$ cat config.mk
export PLATFORM = sky130hd
export DESIGN_NAME = simple_uart
export DESIGN_NICKNAME = d
export VERILOG_FILES = /design/src/rtl/simple_uart.sv
export SDC_FILE = /design/constraint.sdc
export NUM_CORES = 1
export LEC_CHECK = 0
export ABC_AREA = 1
export CAP_MARGIN = 20
export CORE_MARGIN = 2
export CORE_UTILIZATION = 57
export DETAILED_ROUTE_END_ITERATION = 16
export PLACE_DENSITY_LB_ADDON = 0.3
export SYNTH_ARGS = -nofsm -noshare
export SYNTH_HDL_FRONTEND = slang
export SYNTH_SLANG_ARGS = --single-unit
$ cat constraint.sdc
create_clock -name clk -period 3.15 [get_ports clk]
set_input_delay 0.7875 -clock clk [delete_from_list [all_inputs] [get_ports clk]]
set_output_delay 0.7875 -clock clk [all_outputs]
set_load 0.02 [all_outputs]
$ cat src/rtl/simple_uart.sv
// ============================================================================
// simple_uart : memory-mapped 8N1 UART (TX shifter + RX FIFO) on picorv32 bus
// Revision    : 1.0
// ============================================================================
`timescale 1ns/1ps
`default_nettype none

module simple_uart #(
   parameter logic [31:0] BASE_ADDR   = 32'h2000_0000,
   parameter logic [15:0] DEFAULT_DIV = 16'd868,
   parameter int          RX_DEPTH    = 4
) (
   input  logic        clk,
   input  logic        rst_n,
   input  logic        mem_valid,
   output logic        mem_ready,
   input  logic [31:0] mem_addr,
   input  logic [31:0] mem_wdata,
   input  logic [3:0]  mem_wstrb,
   output logic [31:0] mem_rdata,
   output logic        uart_txd,
   input  logic        uart_rxd
);

   localparam int         AW         = $clog2(RX_DEPTH);
   localparam logic [AW:0] FIFO_FULL = (AW+1)'(RX_DEPTH);
   localparam logic [15:0] MIN_DIV   = 16'd4;

   typedef enum logic [1:0] {
      RX_IDLE  = 2'd0,
      RX_START = 2'd1,
      RX_DATA  = 2'd2,
      RX_STOP  = 2'd3
   } rx_state_t;

   // ---------------------------------------------------------------------
   // Bus decode
   // ---------------------------------------------------------------------
   logic [1:0]  offset;
   logic        sel;
   logic        is_write;
   logic        data_wr_req;
   logic        accept;
   logic [31:0] rd_val;
   logic [31:0] status;

   logic [15:0] div;
   logic [15:0] eff_div;

   logic        tx_busy;
   logic [8:0]  tx_shift;
   logic [3:0]  tx_bits;
   logic [15:0] tx_cnt;
   logic [15:0] tx_div;

   logic        rxd_s1;
   logic        rxd_sync;
   logic        rxd_prev;
   rx_state_t   rx_state;
   logic [15:0] rx_cnt;
   logic [15:0] rx_div;
   logic [15:0] rx_half;
   logic [2:0]  rx_bits;
   logic [7:0]  rx_shift;
   logic        stop_sample;
   logic        push_req;

   logic [7:0]  fifo_mem [RX_DEPTH];
   logic [AW:0] wr_ptr;
   logic [AW:0] rd_ptr;
   logic [AW:0] fifo_count;
   logic        fifo_empty;
   logic        fifo_full;
   logic        pop;
   logic        push_ok;

   logic        overrun;
   logic        frame_err;

   logic        unused_bits;

   assign offset      = mem_addr[3:2];
   assign sel         = (mem_addr[31:4] == BASE_ADDR[31:4]);
   assign is_write    = |mem_wstrb;
   assign data_wr_req = (offset == 2'd0) & mem_wstrb[0];
   // A DATA write that would clobber an active frame is held off until TX idles.
   assign accept      = mem_valid & sel & ~mem_ready & ~(data_wr_req & tx_busy);

   assign eff_div     = (div < MIN_DIV) ? MIN_DIV : div;

   assign fifo_count  = wr_ptr - rd_ptr;
   assign fifo_empty  = (wr_ptr == rd_ptr);
   assign fifo_full   = (fifo_count == FIFO_FULL);
   assign pop         = accept & ~is_write & (offset == 2'd0) & ~fifo_empty;

   assign rx_half     = {1'b0, rx_div[15:1]};
   assign stop_sample = (rx_state == RX_STOP) && (rx_cnt == rx_div - 16'd1);
   assign push_req    = stop_sample & rxd_sync;
   // Popping on the same edge frees the slot, so a full FIFO still accepts.
   assign push_ok     = push_req & (~fifo_full | pop);

   assign status      = {27'd0, frame_err, overrun, fifo_full, ~fifo_empty, tx_busy};

   assign unused_bits = &{1'b0, mem_addr[1:0], mem_wdata[31:16]};

   always_comb begin
      rd_val = 32'd0;
      case (offset)
         2'd0: if (!fifo_empty) rd_val = {23'd0, 1'b1, fifo_mem[rd_ptr[AW-1:0]]};
         2'd1: rd_val = status;
         2'd2: rd_val = {16'd0, div};
         default: rd_val = 32'd0;
      endcase
   end

   // ---------------------------------------------------------------------
   // Bus response and register writes
   // ---------------------------------------------------------------------
   always_ff @(posedge clk or negedge rst_n) begin
      if (!rst_n) begin
         mem_ready <= 1'b0;
         mem_rdata <= 32'd0;
         div       <= DEFAULT_DIV;
      end else begin
         mem_ready <= accept;
         mem_rdata <= (accept && !is_write) ? rd_val : 32'd0;
         if (accept && (offset == 2'd2)) begin
            if (mem_wstrb[0]) div[7:0]  <= mem_wdata[7:0];
            if (mem_wstrb[1]) div[15:8] <= mem_wdata[15:8];
         end
      end
   end

   always_ff @(posedge clk or negedge rst_n) begin
      if (!rst_n) begin
         overrun   <= 1'b0;
         frame_err <= 1'b0;
      end else begin
         if (accept && (offset == 2'd1) && mem_wstrb[0]) begin
            if (mem_wdata[3]) overrun   <= 1'b0;
            if (mem_wdata[4]) frame_err <= 1'b0;
         end
         if (push_req && fifo_full && !pop) overrun <= 1'b1;
         if (stop_sample && !rxd_sync)      frame_err <= 1'b1;
      end
   end

   // ---------------------------------------------------------------------
   // TX shifter: start bit goes out on the accepting edge
   // ---------------------------------------------------------------------
   always_ff @(posedge clk or negedge rst_n) begin
      if (!rst_n) begin
         uart_txd <= 1'b1;
         tx_busy  <= 1'b0;
         tx_shift <= 9'h1FF;
         tx_bits  <= 4'd0;
         tx_cnt   <= 16'd0;
         tx_div   <= MIN_DIV;
      end else if (accept && data_wr_req) begin
         uart_txd <= 1'b0;
         tx_busy  <= 1'b1;
         tx_shift <= {1'b1, mem_wdata[7:0]};
         tx_bits  <= 4'd9;
         tx_cnt   <= eff_div - 16'd1;
         tx_div   <= eff_div;
      end else if (tx_busy) begin
         if (tx_cnt == 16'd0) begin
            if (tx_bits == 4'd0) begin
               tx_busy  <= 1'b0;
               uart_txd <= 1'b1;
            end else begin
               uart_txd <= tx_shift[0];
               tx_shift <= {1'b1, tx_shift[8:1]};
               tx_bits  <= tx_bits - 4'd1;
               tx_cnt   <= tx_div - 16'd1;
            end
         end else begin
            tx_cnt <= tx_cnt - 16'd1;
         end
      end
   end

   // ---------------------------------------------------------------------
   // RX synchronizer and receive FSM
   // ---------------------------------------------------------------------
   always_ff @(posedge clk or negedge rst_n) begin
      if (!rst_n) begin
         rxd_s1   <= 1'b1;
         rxd_sync <= 1'b1;
         rxd_prev <= 1'b1;
      end else begin
         rxd_s1   <= uart_rxd;
         rxd_sync <= rxd_s1;
         rxd_prev <= rxd_sync;
      end
   end

   always_ff @(posedge clk or negedge rst_n) begin
      if (!rst_n) begin
         rx_state <= RX_IDLE;
         rx_cnt   <= 16'd0;
         rx_div   <= MIN_DIV;
         rx_bits  <= 3'd0;
         rx_shift <= 8'd0;
      end else begin
         case (rx_state)
            RX_IDLE: begin
               if (rxd_prev && !rxd_sync) begin
                  rx_state <= RX_START;
                  rx_cnt   <= 16'd0;
                  rx_div   <= eff_div;
               end
            end
            RX_START: begin
               if (rx_cnt == rx_half - 16'd1) begin
                  rx_cnt  <= 16'd0;
                  rx_bits <= 3'd0;
                  rx_state <= rxd_sync ? RX_IDLE : RX_DATA;
               end else begin
                  rx_cnt <= rx_cnt + 16'd1;
               end
            end
            RX_DATA: begin
               if (rx_cnt == rx_div - 16'd1) begin
                  rx_cnt   <= 16'd0;
                  rx_shift <= {rxd_sync, rx_shift[7:1]};
                  if (rx_bits == 3'd7) rx_state <= RX_STOP;
                  else                 rx_bits  <= rx_bits + 3'd1;
               end else begin
                  rx_cnt <= rx_cnt + 16'd1;
               end
            end
            RX_STOP: begin
               if (stop_sample) rx_state <= RX_IDLE;
               else             rx_cnt   <= rx_cnt + 16'd1;
            end
            default: rx_state <= RX_IDLE;
         endcase
      end
   end

   // ---------------------------------------------------------------------
   // RX FIFO
   // ---------------------------------------------------------------------
   always_ff @(posedge clk or negedge rst_n) begin
      if (!rst_n) begin
         wr_ptr <= '0;
         rd_ptr <= '0;
      end else begin
         if (push_ok) wr_ptr <= wr_ptr + 1'b1;
         if (pop)     rd_ptr <= rd_ptr + 1'b1;
      end
   end

   always_ff @(posedge clk) begin
      if (push_ok) fifo_mem[wr_ptr[AW-1:0]] <= rx_shift;
   end

endmodule

`default_nettype wire

# Word level (Yosys, flattened, before mapping)
# Memories as Yosys holds them, arrays and structs flattened.
# Index checks and enable logic that the tools add are counted.
dict set report word_totals {
  regBits 152
  output_inout_bits 34
  n_memories 1
  ramBits 32
  elab_cells 156
}
# memory depth word_bits read_ports rd_clocked_by_memory_dff write_ports line_no
set memory_table {}
lappend memory_table {fifo_mem 4 8 1 0 1 68} ;# logic [7:0] fifo_mem [RX_DEPTH];
dict set report classes {
  bitwise 16
  n_lt_le_gt_ge 1
  muxes 48
  add_sub_neg 11
  reduce_logical 37
  n_eq_ne 20
}
# operator n
set ops {}
lappend ops {{2-to-1 mux 16 bit} 9}
lappend ops {{one-hot mux 16 bit (4 select lines)} 1}
lappend ops {{subtractor 16 x 1 -> 16 bit, second input constant} 4}
lappend ops {{one-hot mux 16 bit (3 select lines)} 1}
lappend ops {{2-to-1 mux 9 bit} 5}
lappend ops {{== test 16 bit} 2}
lappend ops {{2-to-1 mux 32 bit} 1}
lappend ops {{== test 28 x 26 -> 1 bit, second input constant} 1}
lappend ops {{AND reduction 2 bit} 9}
lappend ops {{adder 16 x 1 -> 16 bit, second input constant} 1}
lappend ops {{zero test 16 bit} 1}
lappend ops {{less-than comparator 16 x 3 -> 1 bit, second input constant} 1}
lappend ops {{2-to-1 mux 1 bit} 16}
lappend ops {{2-to-1 mux 4 bit} 4}
lappend ops {{!= test 2 bit, second input constant} 8}
lappend ops {{subtractor 15 x 1 -> 16 bit, second input constant} 1}
lappend ops {{nonzero test 2 bit} 7}
lappend ops {{2-to-1 mux 2 bit} 6}
lappend ops {{bitwise AND 1 bit} 10}
lappend ops {{logical AND 1 bit} 10}
lappend ops {{adder 3 x 1 -> 3 bit, second input constant} 3}
lappend ops {{2-to-1 mux 3 bit} 3}
lappend ops {{one-hot mux 2 bit (4 select lines)} 1}
lappend ops {{== test 2 bit, second input constant} 3}
lappend ops {{16 further kinds} 25}

# Depth between registers and ports, before layout
dict set report logic_depth {
  depth_word 12
  mapped_depth 21
}

# Worst setup path after synthesis
# OpenSTA, ideal clock, no wires.
dict set report synth_path {
  path_kind {flip-flop to flip-flop}
  startpoint {register rd_ptr[1]}
  endpoint {memory fifo_mem[0][0], enable pin}
  arrival_time_ns 2.393
  synth_period_minus_slack_ns 2.764
  path_buffers 1
  t_required_ns 2.779
  path_slack_ns 0.386
  path_stages_with_launch 13
  path_cell_list {dfrtp_1 -> clkbuf_1 -> clkinv_1 -> ha_1 -> nand2_1 -> nor2_1 -> nor2_1 -> inv_1 -> nor2_2 -> inv_1 -> nand2_1 -> nand2_2 -> nor2_1}
}
dict set report synth_via {
  elab_chain_len 7
}
# item line_no
set synth_lines {}
lappend synth_lines {{start, declared} 70} ;# logic [AW:0] rd_ptr;
lappend synth_lines {{start signal, assigned} 251} ;# if (pop) rd_ptr <= rd_ptr + 1'b1;
lappend synth_lines {{subtractor 3 bit / == test 3 bit (equally long branches)} {91, 92}}
lappend synth_lines {{== test 3 bit / inverter 1 bit (equally long branches)} {93, 94}}
lappend synth_lines {{inverter 1 bit / bitwise AND 1 bit (equally long branches)} {100, 94}}
lappend synth_lines {{OR 1 bit (*)} 100} ;# assign push_ok = push_req & (~fifo_full | pop);
lappend synth_lines {{bitwise AND 1 bit (*)} 100}
lappend synth_lines {{2-to-1 mux 1 bit (*)} 256} ;# if (push_ok) fifo_mem[wr_ptr[AW-1:0]] <= rx_shift;
lappend synth_lines {{2-to-1 mux 1 bit (implied by the code) (*)} 256}
lappend synth_lines {{end, declared} 68}
# Every way passes the cells marked *; elsewhere a longest branch is shown, timed or not.

# Final worst setup path
dict set report layout_path {
  startpoint {input mem_addr[3]}
  endpoint {register tx_cnt[7]}
}
dict set report layout_via {
  elab_chain_len 8
}
# item line_no
set layout_lines {}
lappend layout_lines {{start, declared} 17} ;# input logic [31:0] mem_addr,
lappend layout_lines {{zero test 2 bit (*)} 85} ;# assign data_wr_req = (offset == 2'd0) & mem_wstrb[0];
lappend layout_lines {{bitwise AND 1 bit (*)} 85}
lappend layout_lines {{bitwise AND 1 bit} 87} ;# assign accept = mem_valid & sel & ~mem_ready & ~(data_wr_req & tx_busy);
lappend layout_lines {{inverter 1 bit} 87}
lappend layout_lines {{bitwise AND 1 bit} 87}
lappend layout_lines {{logical AND 1 bit (*)} 159} ;# end else if (accept && data_wr_req) begin
lappend layout_lines {{!= test 3 bit (no line) / nonzero test 2 bit (equally long branches)} n/a}
lappend layout_lines {{AND reduction 2 bit (no line)} n/a}
lappend layout_lines {{end signal, assigned} 164} ;# tx_cnt <= eff_div - 16'd1;
lappend layout_lines {{end signal, assigned} 175} ;# tx_cnt <= tx_div - 16'd1;
lappend layout_lines {{end signal, assigned} 178} ;# tx_cnt <= tx_cnt - 16'd1;
lappend layout_lines {{end, declared} 53} ;# logic [15:0] tx_cnt;
# Marks and branches as above.
# A chain may end at the register's enable or synchronous reset.

==> results.tsv <==
metric	value	unit
DIE AREA	0.0180	sq mm
Worst Hold Class	input pin to asynchronous set/reset pin	
status	completed	
WP data required	3.47	ns
largest stage delay on the critical path	0.50	ns
total core area	0.0166	sq mm
DP HPWL	17200	microns
Setup WS pre-CTS	-0.201	ns
Ys Warns	0	
Max Fclk	0.346	GHz
post-synthesis area per instance	7.80	sq um
register area share after synthesis	45.1	%
DP Area	0.0109	sq mm
Synth Flop Type	dfrtp_1	
skew final	0.00999	ns
drt wl/cell	14.8	microns
Initial DRT Pass Iterations	5	
CP Capture Type	flip-flop	
post-synthesis async set-or-reset flop share	80.8	%
routability-driven placement congestion ratio	0.907	
Final setup viols	0	
Initial Utilization	58.4	%
Worst-Margin Slew	0.893	ns
IO Count	106	
Crit Path Class	input pin to flip-flop	
slowest cell on the critical path	clkdlybuf4s50_1	
residual DRC count	0	
first-pass GRT wire length	38500	microns
cell area after synthesis	0.00968	sq mm
insertion delay to the later sink of the worst-skew pair	0.43	ns
cell-by-cell trace of the critical path	clkdlybuf4s50_1, inv_1, nand2_2, nor2_2, nand2_1, inv_1, nor2_1, nand3_2, buf_4, nand2_1, nand2_1, nor2_1, nand2_1, nor2_2, nand2_1, nand3_1, o21ai_1	
final antenna-violating net count	0	
final non-filler cell total	1587	
worst setup path endpoint	tx_cnt[7]	
Max-cap violations	0	
ant diodes	0	
DR vias/cell	5.30	
grt ovf	0	
clk buf depth	2	
Clock transition at path regs	0.07	ns
Clk Tree Root Cell	clkbuf_16	
fill cell count	1305	
nets@finish	1441	
Clock Sinks	167	
GRT Util Overall	27.0	%
TritonCTS clock tree	done	
setup slack, reg-to-reg	0.29	ns
layout cells sized above 1	14.2	%
Tmin final	2.89	ns
Top cell by count, worst path	nand2_1	
Max VDD drop	0.458	mV
port buffer count	71	
WP data arrival	3.21	ns
r2r startpoint	rx_div[2]	
Yosys cell types	48	
cts hold-fix bufs	0	
row cnt	47	
final WL	23500	microns
Power Density	516	mW/mm^2
r2r endpoint	fifo_mem[3][4]	
1st-iter DRT viols	631	
Finished Cell Area	0.0115	sq mm
Placed Cells incl. Taps	1553	
Layout Area Growth over Synthesis	18.8	%
final max-slew violation count	0	
CTS buffer count	17	
setup ws final	0.256	ns
Slew HR	40.3	%
reg2reg path depth	16	
chip width	134	microns
H-Tree Depth	4	
via count	8413	
Worst Hold Slack	0.286	ns
RSZ-0062 raised after global routing	no	
Critical Path Source Type	input pin	
Die H	134	microns
Leak	5.50	nW
period utilization	91.9	%
synthesized flop and latch total	167	
CP Max Fanout	19	
final core utilization	69.3	%
Post-synth EDFFs	32	
largest net degree at the start of global routing	50	
initial antenna violation count	0	
Post-CTS Setup Inserts	0	
post-synthesis cell count	1241	
Hold Violations, Final	0	
vias in the first global route	8137	
crit path from	mem_addr[3]	
==> what timing repair did <==
action / in CTS / in global routing
setup endpoints to repair: 0 / 10
hold endpoints to repair: 0 / 0
resized for setup: 0 / 8
==> final cells by class <==
class / instances / area (sq um) / area share [%]
Multi-Input combinational cell: 897 / 4550 / 39.6
Sequential cell: 167 / 4360 / 38.0
Timing Repair Buffer: 128 / 1160 / 10.1
Inverter: 141 / 536 / 4.66
Clock buffer: 17 / 425 / 3.70
Tap cell: 220 / 275 / 2.39
Clock inverter: 15 / 165 / 1.44
Timing Repair inverter: 2 / 15.0 / 0.131
==> synthesized netlist by cell type, types with 16 or more instances <==
master	instances	area [sq um]
a21oi_1	26	130
buf_4	17	128
nand2_1	345	1290
xnor2_1	16	140
edfxtp_1	32	961
nand3_1	88	440
nor2_1	147	552
dfstp_2	19	499
xor2_1	30	263
dfrtp_1	116	2900
o21ai_0	61	305
nor2_2	19	119
nand4_1	17	106
inv_1	134	503
==> layer usage <==
| metal | GRT usage, % | wire (microns) | vias up |
|---|---|---|---|
| met1 | 34.9 | 10200 | 3930 |
| met2 | 45.6 | 11500 | 277 |
| met5 | 0 | 0 | - |
| met3 | 4.57 | 1260 | 44 |
| li1 | - | - | 4162 |
| met4 | 10.1 | 487 | 0 |
==> how the worst min path moves through the flow <==
stage | from | cells past startpoint | to | slack, ns
after detailed placement | rxd_s1 | 0 | rxd_sync | 0.35
after global routing | rst_n | 1 | rx_cnt[14] | 0.32
after CTS | rst_n | 1 | rx_cnt[14] | 0.29
final | rst_n | 1 | rx_cnt[14] | 0.29
after floorplan | rxd_s1 | 0 | rxd_sync | 0.35
after global placement | rxd_s1 | 0 | rxd_sync | 0.35
==> layout by cell type (no fill, tap or decap), types with 10 or more instances in the layout <==
master / count
buf_4: 55
o21ai_2: 10
clkdlybuf4s50_1: 70
o21ai_1: 11
nand2_2: 12
clkbuf_16: 17
dfstp_2: 19
a21oi_1: 26
xnor2_1: 16
edfxtp_1: 32
dfrtp_1: 116
conb_1: 16
nand4_1: 17
nand3_1: 88
inv_1: 133
xor2_1: 30
nand2_1: 344
nor2_1: 144
nor2_2: 22
o21ai_0: 61
mux2_2: 13
ha_1: 15
==> registers in the layout (all words and copies together), names as in the netlist, named ones only <==
name / cells
fifo_mem: 32
div: 16
mem_rdata: 16
rx_cnt: 16
rx_div: 16
tx_cnt: 16
tx_div: 16
rx_shift: 8
tx_shift: 8
tx_bits: 4
rd_ptr: 3
rx_bits: 3
wr_ptr: 3
frame_err: 1
mem_ready: 1
overrun: 1
rx_state: 1
rxd_prev: 1
rxd_s1: 1
rxd_sync: 1
tx_busy: 1
uart_txd: 1
==> kinds of logic (layout without fill, tap and decap cells) <==
| group | after synthesis | in the layout | synth area share [%] |
|---|---|---|---|
| buffers and inverters | 192 | 303 | 8.58 |
| multiplexers | 13 | 13 | 1.51 |
| AO/OA/AOI/OAI | 137 | 137 | 8.14 |
| adder cells (fa/ha/maj) | 15 | 15 | 1.94 |
| other | 1 | 16 | 0.0387 |
| AND/OR/NAND/NOR | 668 | 668 | 30.1 |
| flip-flops | 167 | 167 | 45.1 |
| XOR/XNOR | 48 | 48 | 4.63 |
==> power by group <==
group          switching [mW]  internal [mW]  leakage, nW  total (mW)
Sequential              0.120           2.30         2.03        2.42
Combinational           0.905          0.491         3.20        1.40
Clock                   0.927           1.18        0.273        2.11
Total                    1.95           3.98         5.50        5.93
==> worst max-delay path: cells and delay by family <==
| kind | cells | cell delay, ns |
|---|---|---|
| AOI/OAI and AO/OA | 1 | 0.08 |
| buffers and inverters | 4 | 0.88 |
| and+or+nand+nor | 12 | 1.47 |
==> metrics by stage <==
| stage | TNS, ns | total power, mW |
|---|---|---|
| after floorplan | 0 | 3.47 |
| after global placement | -1.14 | 3.81 |
| after detailed placement | -2.31 | 3.85 |
| after CTS | 0 | 5.96 |
| after global routing | 0 | 6.23 |
| final | 0 | 5.93 |
(Power assumes the default switching activity.)
